$ cat src/rtl/inst_fetch_buffer.sv
// Byte-serial instruction fetch with little-endian word assembly,
// a small prefetch FIFO, data-side yield and branch redirect flush.
module inst_fetch_buffer #(
    parameter int                ADDR_W     = 32,
    parameter int                INST_BYTES = 4,
    parameter int                FIFO_DEPTH = 2,
    parameter logic [ADDR_W-1:0] RESET_PC   = '0
) (
    input  logic                    clk,
    input  logic                    rst,
    input  logic                    mem_busy_i,
    output logic                    mem_req_o,
    output logic [ADDR_W-1:0]       mem_addr_o,
    input  logic                    mem_gnt_i,
    input  logic                    mem_rvalid_i,
    input  logic [7:0]              mem_rdata_i,
    input  logic                    redirect_i,
    input  logic [ADDR_W-1:0]       redirect_pc_i,
    output logic                    inst_valid_o,
    output logic [8*INST_BYTES-1:0] inst_o,
    output logic [ADDR_W-1:0]       pc_o,
    input  logic                    inst_ready_i
);

    localparam int IW = 8 * INST_BYTES;
    localparam int BW = (INST_BYTES > 1) ? $clog2(INST_BYTES) : 1;
    localparam int PW = $clog2(FIFO_DEPTH);
    localparam int CW = PW + 1;
    localparam int DW = $clog2(FIFO_DEPTH * INST_BYTES) + 4;
    localparam logic [BW-1:0] LAST_IDX = BW'(INST_BYTES - 1);

    logic [ADDR_W-1:0] r_fetch_pc;
    logic [BW-1:0]     r_byte_idx;
    logic [BW-1:0]     r_rx_idx;
    logic [IW-1:0]     r_asm;
    logic [IW-1:0]     r_inst [FIFO_DEPTH];
    logic [ADDR_W-1:0] r_pc   [FIFO_DEPTH];
    logic [PW-1:0]     r_wptr;
    logic [PW-1:0]     r_rptr;
    logic [CW-1:0]     r_count;
    logic [ADDR_W-1:0] r_ppc  [FIFO_DEPTH];
    logic [PW-1:0]     r_ppc_wptr;
    logic [PW-1:0]     r_ppc_rptr;
    logic [CW-1:0]     r_words_pend;
    logic [DW-1:0]     r_outst;
    logic [DW-1:0]     r_drop;

    logic          w_word_open;
    logic          w_req;
    logic          w_acc;
    logic          w_acc_first;
    logic          w_acc_last;
    logic          w_rx;
    logic          w_push;
    logic          w_valid;
    logic          w_pop;
    logic [IW-1:0] w_word;

    // A FIFO slot is reserved when the first byte of a word issues
    assign w_word_open = (r_byte_idx != '0) ||
                         (({1'b0, r_count} + {1'b0, r_words_pend}) < (CW+1)'(FIFO_DEPTH));
    assign w_req       = !rst && !redirect_i && !mem_busy_i && w_word_open;
    assign w_acc       = w_req && mem_gnt_i;
    assign w_acc_first = w_acc && (r_byte_idx == '0);
    assign w_acc_last  = w_acc && (r_byte_idx == LAST_IDX);
    assign w_rx        = mem_rvalid_i && (r_drop == '0);
    assign w_push      = w_rx && (r_rx_idx == LAST_IDX);
    assign w_valid     = (r_count != '0);
    assign w_pop       = w_valid && inst_ready_i;

    always_comb begin
        w_word = r_asm;
        w_word[{r_rx_idx, 3'b000} +: 8] = mem_rdata_i;
    end

    assign mem_req_o    = w_req;
    assign mem_addr_o   = rst ? '0 : r_fetch_pc + ADDR_W'(r_byte_idx);
    assign inst_valid_o = !rst && w_valid;
    assign inst_o       = rst ? '0 : r_inst[r_rptr];
    assign pc_o         = rst ? '0 : r_pc[r_rptr];

    always_ff @(posedge clk) begin
        if (rst) begin
            r_fetch_pc   <= RESET_PC;
            r_byte_idx   <= '0;
            r_rx_idx     <= '0;
            r_asm        <= '0;
            r_wptr       <= '0;
            r_rptr       <= '0;
            r_count      <= '0;
            r_ppc_wptr   <= '0;
            r_ppc_rptr   <= '0;
            r_words_pend <= '0;
            r_outst      <= '0;
            r_drop       <= '0;
            for (int i = 0; i < FIFO_DEPTH; i++) begin
                r_inst[i] <= '0;
                r_pc[i]   <= '0;
                r_ppc[i]  <= '0;
            end
        end else if (redirect_i) begin
            r_fetch_pc   <= redirect_pc_i;
            r_byte_idx   <= '0;
            r_rx_idx     <= '0;
            r_asm        <= '0;
            r_wptr       <= '0;
            r_rptr       <= '0;
            r_count      <= '0;
            r_ppc_wptr   <= '0;
            r_ppc_rptr   <= '0;
            r_words_pend <= '0;
            // Everything still outstanding belongs to the old stream
            r_outst      <= r_outst - DW'(mem_rvalid_i);
            r_drop       <= r_outst - DW'(mem_rvalid_i);
        end else begin
            if (w_acc) begin
                if (w_acc_last) begin
                    r_byte_idx          <= '0;
                    r_fetch_pc          <= r_fetch_pc + ADDR_W'(INST_BYTES);
                    r_ppc[r_ppc_wptr]   <= r_fetch_pc;
                    r_ppc_wptr          <= r_ppc_wptr + PW'(1);
                end else begin
                    r_byte_idx <= r_byte_idx + BW'(1);
                end
            end
            r_outst <= r_outst + DW'(w_acc) - DW'(mem_rvalid_i);
            if (mem_rvalid_i && (r_drop != '0)) begin
                r_drop <= r_drop - DW'(1);
            end
            if (w_rx) begin
                if (w_push) begin
                    r_rx_idx       <= '0;
                    r_asm          <= '0;
                    r_inst[r_wptr] <= w_word;
                    r_pc[r_wptr]   <= r_ppc[r_ppc_rptr];
                    r_wptr         <= r_wptr + PW'(1);
                    r_ppc_rptr     <= r_ppc_rptr + PW'(1);
                end else begin
                    r_rx_idx <= r_rx_idx + BW'(1);
                    r_asm    <= w_word;
                end
            end
            if (w_pop) begin
                r_rptr <= r_rptr + PW'(1);
            end
            r_count      <= r_count + CW'(w_push) - CW'(w_pop);
            r_words_pend <= r_words_pend + CW'(w_acc_first) - CW'(w_push);
        end
    end

endmodule

$ cat config.mk
export PLATFORM = sky130hd
export DESIGN_NAME = inst_fetch_buffer
export DESIGN_NICKNAME = d
export VERILOG_FILES = /design/src/rtl/inst_fetch_buffer.sv
export SDC_FILE = /design/constraint.sdc
export NUM_CORES = 1
export LEC_CHECK = 0
export BUFFER_PORTS_ARGS = -buffer_cell sky130_fd_sc_hd__buf_2
export CORE_MARGIN = 8
export CORE_UTILIZATION = 61
export CTS_BUF_LIST = sky130_fd_sc_hd__clkbuf_8
export CTS_CLUSTER_DIAMETER = 60
export DETAILED_ROUTE_END_ITERATION = 10
export PLACE_DENSITY = 0.8
export SLEW_MARGIN = 5
export SYNTH_ARGS = -nofsm -noshare
export SYNTH_HDL_FRONTEND = slang
export SYNTH_SLANG_ARGS = --single-unit
$ cat constraint.sdc
create_clock -name clk -period 4.15 [get_ports clk]
set_input_delay 0.415 -clock clk [delete_from_list [all_inputs] [get_ports clk]]
set_output_delay 0.415 -clock clk [all_outputs]
set_load 0.05 [all_outputs]
== After elaboration in Yosys (flattened, before gate mapping) ==
Memory sizes are Yosys's and may differ from the RTL's. A register that Yosys moved wholly into a read port is not among the register bits.
Cells that the tools add are included.
Word-level totals
  flip-flop bits (word level): 90
  memory bits (writable): 192
  bits of input ports: 47
  output and inout bits: 98
  logic and storage cells: 108
  memories kept: 3
Cells by class
  add/sub/neg operators: 18
  order comparisons: 1
  eq/ne operators: 2
  shifts and indexed selects: 2
  mux-type cells: 40
  reductions and logical operators: 30
Memories
  r_inst: depth 2, width 32, rd ports 1, clocked after Yosys merged registers in 1, write ports 2, line 36  | logic [IW-1:0] r_inst [FIFO_DEPTH];
  r_pc: depth 2, width 32, rd ports 1, clocked after Yosys merged registers in 1, write ports 2, line 37  | logic [ADDR_W-1:0] r_pc [FIFO_DEPTH];
  r_ppc: depth 2, width 32, rd ports 1, clocked after Yosys merged registers in 1, write ports 2, line 41  | logic [ADDR_W-1:0] r_ppc [FIFO_DEPTH];
Operators by type and width (count)
  $mux 32: 10
  $reduce_or 32->1: 3
  $add 32x2->32: 1
  $add 32x3->32 const B: 1
  $bwmux 32: 1
  $shift 8x7->32 const A: 1
  $shiftx 8x7->32: 1
  $mux 1: 24
  $mux 7: 3
  $sub 7x1->7: 2
  $logic_and 1x1->1: 11
  $reduce_bool 2->1: 5
  $add 7x1->7: 1
  $logic_not 7->1: 1
  $neg 5->7: 1
  $reduce_bool 7->1: 1
  $sub 7x1->7 const B: 1
  $reduce_and 2->1: 3
  $add 1x1->1 const B: 4
  $add 2x1->2: 2
  $add 2x1->2 const B: 2
  $eq 2x2->1 const B: 2
  $mux 2: 2
  $sub 2x1->2: 2
  other kinds (6): 8

== Longest topological paths before layout ==
  depth after elaboration: 13
  mapped depth: 14
  mapped depth without buffers: 14

== Worst setup path after synthesis ==
Ideal clock, no wire load.
  path type: register to register
  start: register r_count[1]
  end: register r_outst[6]
  arrival: 4521 ps
  required time: 4027 ps
  slack: -494 ps
  stages on the path, launching flop included: 15
  clock period less this slack: 4644 ps
  cell sequence: dfxtp_1 inv_1 fa_1 a21boi_1 nor3_1 nand2_1 ha_1 inv_1 ha_1 fa_1 nand2b_1 a2111oi_0 o31a_1 o31a_1 mux2_1
Between the ends
  cells in the longest elaborated chain, start to end: 8
RTL lines
  start: declaration: line 40  | logic [CW-1:0] r_count;
  start signal: assignment: line 146  | r_count <= r_count + CW'(w_push) - CW'(w_pop);
  $add 2x2->3: line 61  | (({1'b0, r_count} + {1'b0, r_words_pend}) < (CW+1)'(FIFO_DEPTH));
  $lt 3x2->1: line 61
  $logic_or 1x1->1: line 60  | assign w_word_open = (r_byte_idx != '0) ||
  $logic_and 1x1->1: line 62  | assign w_req = !rst && !redirect_i && !mem_busy_i && w_word_open;
  net mem_req_o: line 12  | output logic mem_req_o,
  $logic_and 1x1->1: line 63  | assign w_acc = w_req && mem_gnt_i;
  $add 7x1->7: line 126  | r_outst <= r_outst + DW'(w_acc) - DW'(mem_rvalid_i);
  $sub 7x1->7: line 126
  $mux 7: line 101  | end else if (redirect_i) begin
  end signal: assignment: line 113  | r_outst <= r_outst - DW'(mem_rvalid_i);
  end signal: assignment: line 126
  end: declaration: line 45  | logic [DW-1:0] r_outst;
The timed path passes the listed nets, and every way through them passes these cells.
A chain may end at the register's enable or synchronous reset.

== Final worst setup path ==
  start: register r_count[1]
  end: register r_outst[6]
Between the ends
  cells in the longest elaborated chain, start to end: 8
RTL lines (line)
  $add 2x2->3: 61
  $lt 3x2->1: 61
  $logic_or 1x1->1: 60
  $logic_and 1x1->1: 62
  $logic_and 1x1->1: 63
  $add 7x1->7: 126
  $sub 7x1->7: 126
  $mux 7: 101
No other way between the ends.

==> impl_table.tex <==
\begin{tabular}{lr}
\hline
Metric & Value \\
\hline
\multicolumn{2}{l}{\textbf{Run status}} \\
\quad Result of the run & completed \\
\multicolumn{2}{l}{\textbf{Detailed routing}} \\
\quad Routed via count & 10302 \\
\quad DR pass1 iterations & 5 \\
\quad DRC errors left & 0 \\
\quad Antenna Violating Nets Remaining & 0 \\
\quad Overall routed net length & 31820 um \\
\quad First-iteration detailed-routing DRC count & 885 \\
\quad Average detailed-routed wire length per instance & 17.83 um \\
\quad Via count normalized by instance count & 5.771 \\
\multicolumn{2}{l}{\textbf{Global routing}} \\
\quad Initial antenna violation count & 0 \\
\quad Pin count of the biggest net entering global routing & 101 \\
\quad Wire length of the first global-routing pass & 51230 um \\
\quad GRT Resource Usage Total & 22.34\% \\
\quad Via count of the first global-routing pass & 10033 \\
\quad Overflow after GRT & 0 \\
\multicolumn{2}{l}{\textbf{Power}} \\
\quad IR drop worst, VDD & 0.2576 mV \\
\quad Total Power Consumption & 6.093 mW \\
\quad Ratio of total power to cell area & 391.4 nW/um2 \\
\quad Leak pwr & 5.900 nW \\
\multicolumn{2}{l}{\textbf{Finish}} \\
\quad Fraction of layout instances using a drive strength above 1 & 16.20\% \\
\quad Share of the core filled with cells & 69.17\% \\
\quad Syn-to-layout area delta & 11.86\% \\
\quad Most used cells in the layout excluding fill and tap cells & 284 x sky130\_fd\_sc\_hd\_\_nor2\_1, 192 x sky130\_fd\_sc\_hd\_\_edfxtp\_1, 143 x sky130\_fd\_sc\_hd\_\_buf\_2 \\
\quad Final antenna diode count & 0 \\
\quad Most common library cell in the layout ignoring fill and taps & sky130\_fd\_sc\_hd\_\_nor2\_1 \\
\quad Net count of the finished layout & 1545 \\
\multicolumn{2}{l}{\textbf{STA}} \\
\quad Relative slew margins & 24.52\% \\
\quad Setup TNS after final layout & 0 ns \\
\quad Clk\_skew & 0.03148 ns \\
\quad Actual transition at the worst max-transition pin & 1.124 ns \\
\quad Highest clock rate & 0.2687 GHz \\
\quad Number of setup violations in the final report & 0 \\
\quad Pins Over Slew Limit & 0 \\
\quad Final period utilization & 89.68\% \\
\quad Min Tclk post-route & 3.722 ns \\
\quad Unrepaired setup endpoints after global routing & false \\
\quad Final Hold Viols & 0 \\
\multicolumn{2}{l}{\textbf{Place}} \\
\quad Buffers on Ports & 144 \\
\quad Placer Congestion & 0.9475 \\
\quad HPWL Detailed & 20910 um \\
\multicolumn{2}{l}{\textbf{Floorplanning}} \\
\quad Area enclosed by the die boundary & 27900 um2 \\
\quad I/O pin cnt & 145 \\
\quad Std cell rows & 55 \\
\quad Area of the placeable core & 22500 um2 \\
\quad Vertical extent of the die & 167.0 um \\
\quad Die Span X & 167.0 um \\
\quad Starting density of the core & 61.84\% \\
\multicolumn{2}{l}{\textbf{Critical path}} \\
\quad Crit Path Class & register to register \\
\quad Worst-path cell with the longest stage delay & sky130\_fd\_sc\_hd\_\_a2111oi\_0 \\
\quad Slowest Stage Delay on Critical Path & 0.62 ns \\
\quad Required time worst endpoint & 4.60 ns \\
\quad Max FO, Critical Path & 4 \\
\quad Kind of start point of the critical path & register \\
\quad Capturing element type of the critical path & register \\
\quad Cell-by-cell listing of the critical path & inv\_1, fa\_1, a21boi\_1, nor3\_2, nand2\_1, ha\_1, inv\_1, ha\_1, fa\_1, nand2b\_1, a2111oi\_0, nor4\_1, o31a\_1, mux2\_1 \\
\quad Worst endpoint data arrival time & 4.17 ns \\
\multicolumn{2}{l}{\textbf{Clocking}} \\
\quad Clock-pin slew of the registers on the worst-case setup and hold paths & 0.06 ns \\
\quad TritonCTS buffer count & 44 \\
\quad Number of levels the H-tree was split into & 2 \\
\quad Max clock buf depth & 3 \\
\quad Worst-Skew Late Latency & 0.57 ns \\
\quad Clock tree from TritonCTS & built \\
\quad CTS Root Buffer Type & sky130\_fd\_sc\_hd\_\_clkbuf\_8 \\
\quad Resized Gates After CTS & 0 \\
\quad TritonCTS Sinks & 284 \\
\quad Post-CTS Setup Inserts & 0 \\
\quad Number of hold buffers added after cts & 0 \\
\multicolumn{2}{l}{\textbf{Synthesis}} \\
\quad Average cell area after synthesis & 10.32 um2 \\
\quad Total number of yosys warnings & 0 \\
\quad Yosys top cell area share & 41.43\% \\
\quad Biggest area consumer among synthesized cells & sky130\_fd\_sc\_hd\_\_edfxtp\_1 \\
\quad Post-synthesis adder-cell area fraction & 2.949\% \\
\quad Seq/Total Area, Yosys & 54.67\% \\
\quad Post-Synth XOR/XNOR Area & 3.587\% \\
\quad Post-synth EDFFs & 192 \\
\quad Post-synthesis simple-gate area fraction & 20.85\% \\
\quad Post-Synthesis Cells & 1349 \\
\quad Post-Synthesis Net Count & 1427 \\
\quad Biggest area contributors in the synthesized netlist & sky130\_fd\_sc\_hd\_\_edfxtp\_1 41\%, sky130\_fd\_sc\_hd\_\_dfxtp\_1 13\%, sky130\_fd\_sc\_hd\_\_nor2\_1 7.7\% \\
\quad Top FF cell, synth & sky130\_fd\_sc\_hd\_\_edfxtp\_1 \\
\quad Number of library cell types mapped by synthesis & 67 \\
\quad Share of cell area taken by muxes after synthesis & 7.517\% \\
\quad Synthesis-stage register bit count & 284 \\
\quad Total standard cell area after synthesis & 13920 um2 \\
\quad Proportion of synthesized flip-flops having asynchronous set or reset & 0\% \\
\quad Largest family of logic cells by synthesized area & simple AND/OR/NAND/NOR gates \\
\quad Share of the synthesized area in compound gates (AO/OA/AOI/OAI) & 6.474\% \\
\multicolumn{2}{l}{\textbf{Job}} \\
\quad Max-cap violations & 0 \\
\multicolumn{2}{l}{\textbf{Hold path}} \\
\quad Worst min-delay path class & primary input to register \\
\hline
\end{tabular}
cell usage after synthesis (3+ instances only):
master / n
sky130_fd_sc_hd__clkbuf_1: 73
sky130_fd_sc_hd__xnor2_1: 30
sky130_fd_sc_hd__or3_1: 16
sky130_fd_sc_hd__or2_2: 3
sky130_fd_sc_hd__and3_1: 38
sky130_fd_sc_hd__fa_1: 3
sky130_fd_sc_hd__nand2_1: 52
sky130_fd_sc_hd__a211oi_1: 10
sky130_fd_sc_hd__nand3_1: 26
sky130_fd_sc_hd__nand4_1: 21
sky130_fd_sc_hd__nor3b_1: 3
sky130_fd_sc_hd__nand2b_1: 10
sky130_fd_sc_hd__buf_2: 4
sky130_fd_sc_hd__xor2_1: 27
sky130_fd_sc_hd__buf_1: 10
sky130_fd_sc_hd__or4_1: 3
sky130_fd_sc_hd__a31oi_1: 3
sky130_fd_sc_hd__a21boi_0: 5
sky130_fd_sc_hd__nor2_1: 284
sky130_fd_sc_hd__a21o_1: 3
sky130_fd_sc_hd__o21ai_0: 15
sky130_fd_sc_hd__a21oi_1: 84
sky130_fd_sc_hd__o21ai_1: 4
sky130_fd_sc_hd__dfxtp_1: 92
sky130_fd_sc_hd__nor3_1: 40
sky130_fd_sc_hd__nor4_1: 6
sky130_fd_sc_hd__inv_1: 27
sky130_fd_sc_hd__and2_1: 40
sky130_fd_sc_hd__edfxtp_1: 192
sky130_fd_sc_hd__mux2i_1: 100
sky130_fd_sc_hd__o31a_1: 5
sky130_fd_sc_hd__buf_6: 9
sky130_fd_sc_hd__ha_1: 28
sky130_fd_sc_hd__nor4_2: 4
sky130_fd_sc_hd__nor2b_1: 36
layer usage:
layer | GRT usage [%] | share of wire (%) | vias up
met1 | 30.17 | 44 | 4848
met2 | 35.04 | 45 | 434
li1 | - | - | 4957
met5 | 0 | 0 | -
met3 | 4.917 | 8.0 | 63
met4 | 7.912 | 2.1 | 0
flip-flops by register name, indices dropped and copies added (netlist names), named ones only:
register	flops
r_words_pend	2
r_wptr	1
r_rptr	1
r_count	2
r_byte_idx	2
r_inst	64
r_drop	7
r_ppc_rptr	1
r_outst	7
r_pc	64
r_rx_idx	2
r_ppc	64
r_asm	32
r_ppc_wptr	1
r_fetch_pc	32
final timing paths:
kind / startpoint / end / slack [ns] / cells past startpoint
setup / recovery: r_count[1] / r_outst[6] / 0.43 / 14
hold reg to reg: r_asm[4] / r_asm[4] / 0.45 / 2
hold / removal: redirect_pc_i[24] / r_fetch_pc[24] / 0.06 / 3
setup reg to reg: r_count[1] / r_outst[6] / 0.43 / 14
cells by family after synthesis:
logic type | count (synthesis)
AO/OA/AOI/OAI | 151
XOR/XNOR | 57
adder cells (fa/ha/maj) | 31
buffers and inverters | 126
flip-flops | 284
multiplexers | 104
AND/OR/NAND/NOR | 596
report_power, final:
part | leakage, nW | total (mW) | internal (mW) | switching, mW
Sequential | 2.73 | 3.22 | 3.13 | 0.0933
Clock | 0.472 | 2.14 | 1.07 | 1.06
Combinational | 2.70 | 0.734 | 0.245 | 0.489
Total | 5.90 | 6.09 | 4.45 | 1.64
per-stage QoR:
stage / cells / instance area (um2) / hold WS [ns] / setup WS, ns
after floorplan: 1349 / 13920 / 0.4214 / 0.06934
after global placement: 1706 / 14770 / 0.4330 / 0.6034
after detailed placement: 1706 / 14770 / 0.4356 / 0.4305
after CTS: 1785 / 15570 / 0.04343 / 0.4133
after global routing: 1785 / 15570 / 0.05324 / 0.1516
final: 1785 / 15570 / 0.06287 / 0.4284
layout make-up:
| cell class | count | area, um2 |
|---|---|---|
| clock buffer | 45 | 619.3 |
| clock inverter | 34 | 172.7 |
| fill | 1668 | 6937 |
| inverter | 28 | 105.1 |
| multi-input combinational | 939 | 5769 |
| sequential | 284 | 7612 |
| tap | 285 | 356.6 |
| timing repair buffer | 170 | 930.9 |
worst max-delay path, delay by kind of cell (launching register included):
kind / cells / cell delay, ns
flip-flops: 1 / 0.34
adder cells (fa/ha/maj): 4 / 1.20
AND/OR/NAND/NOR: 4 / 0.62
buffers and inverters: 2 / 0.15
multiplexers: 1 / 0.31
AO/OA/AOI/OAI: 3 / 1.00
(Power assumes the default switching activity.)
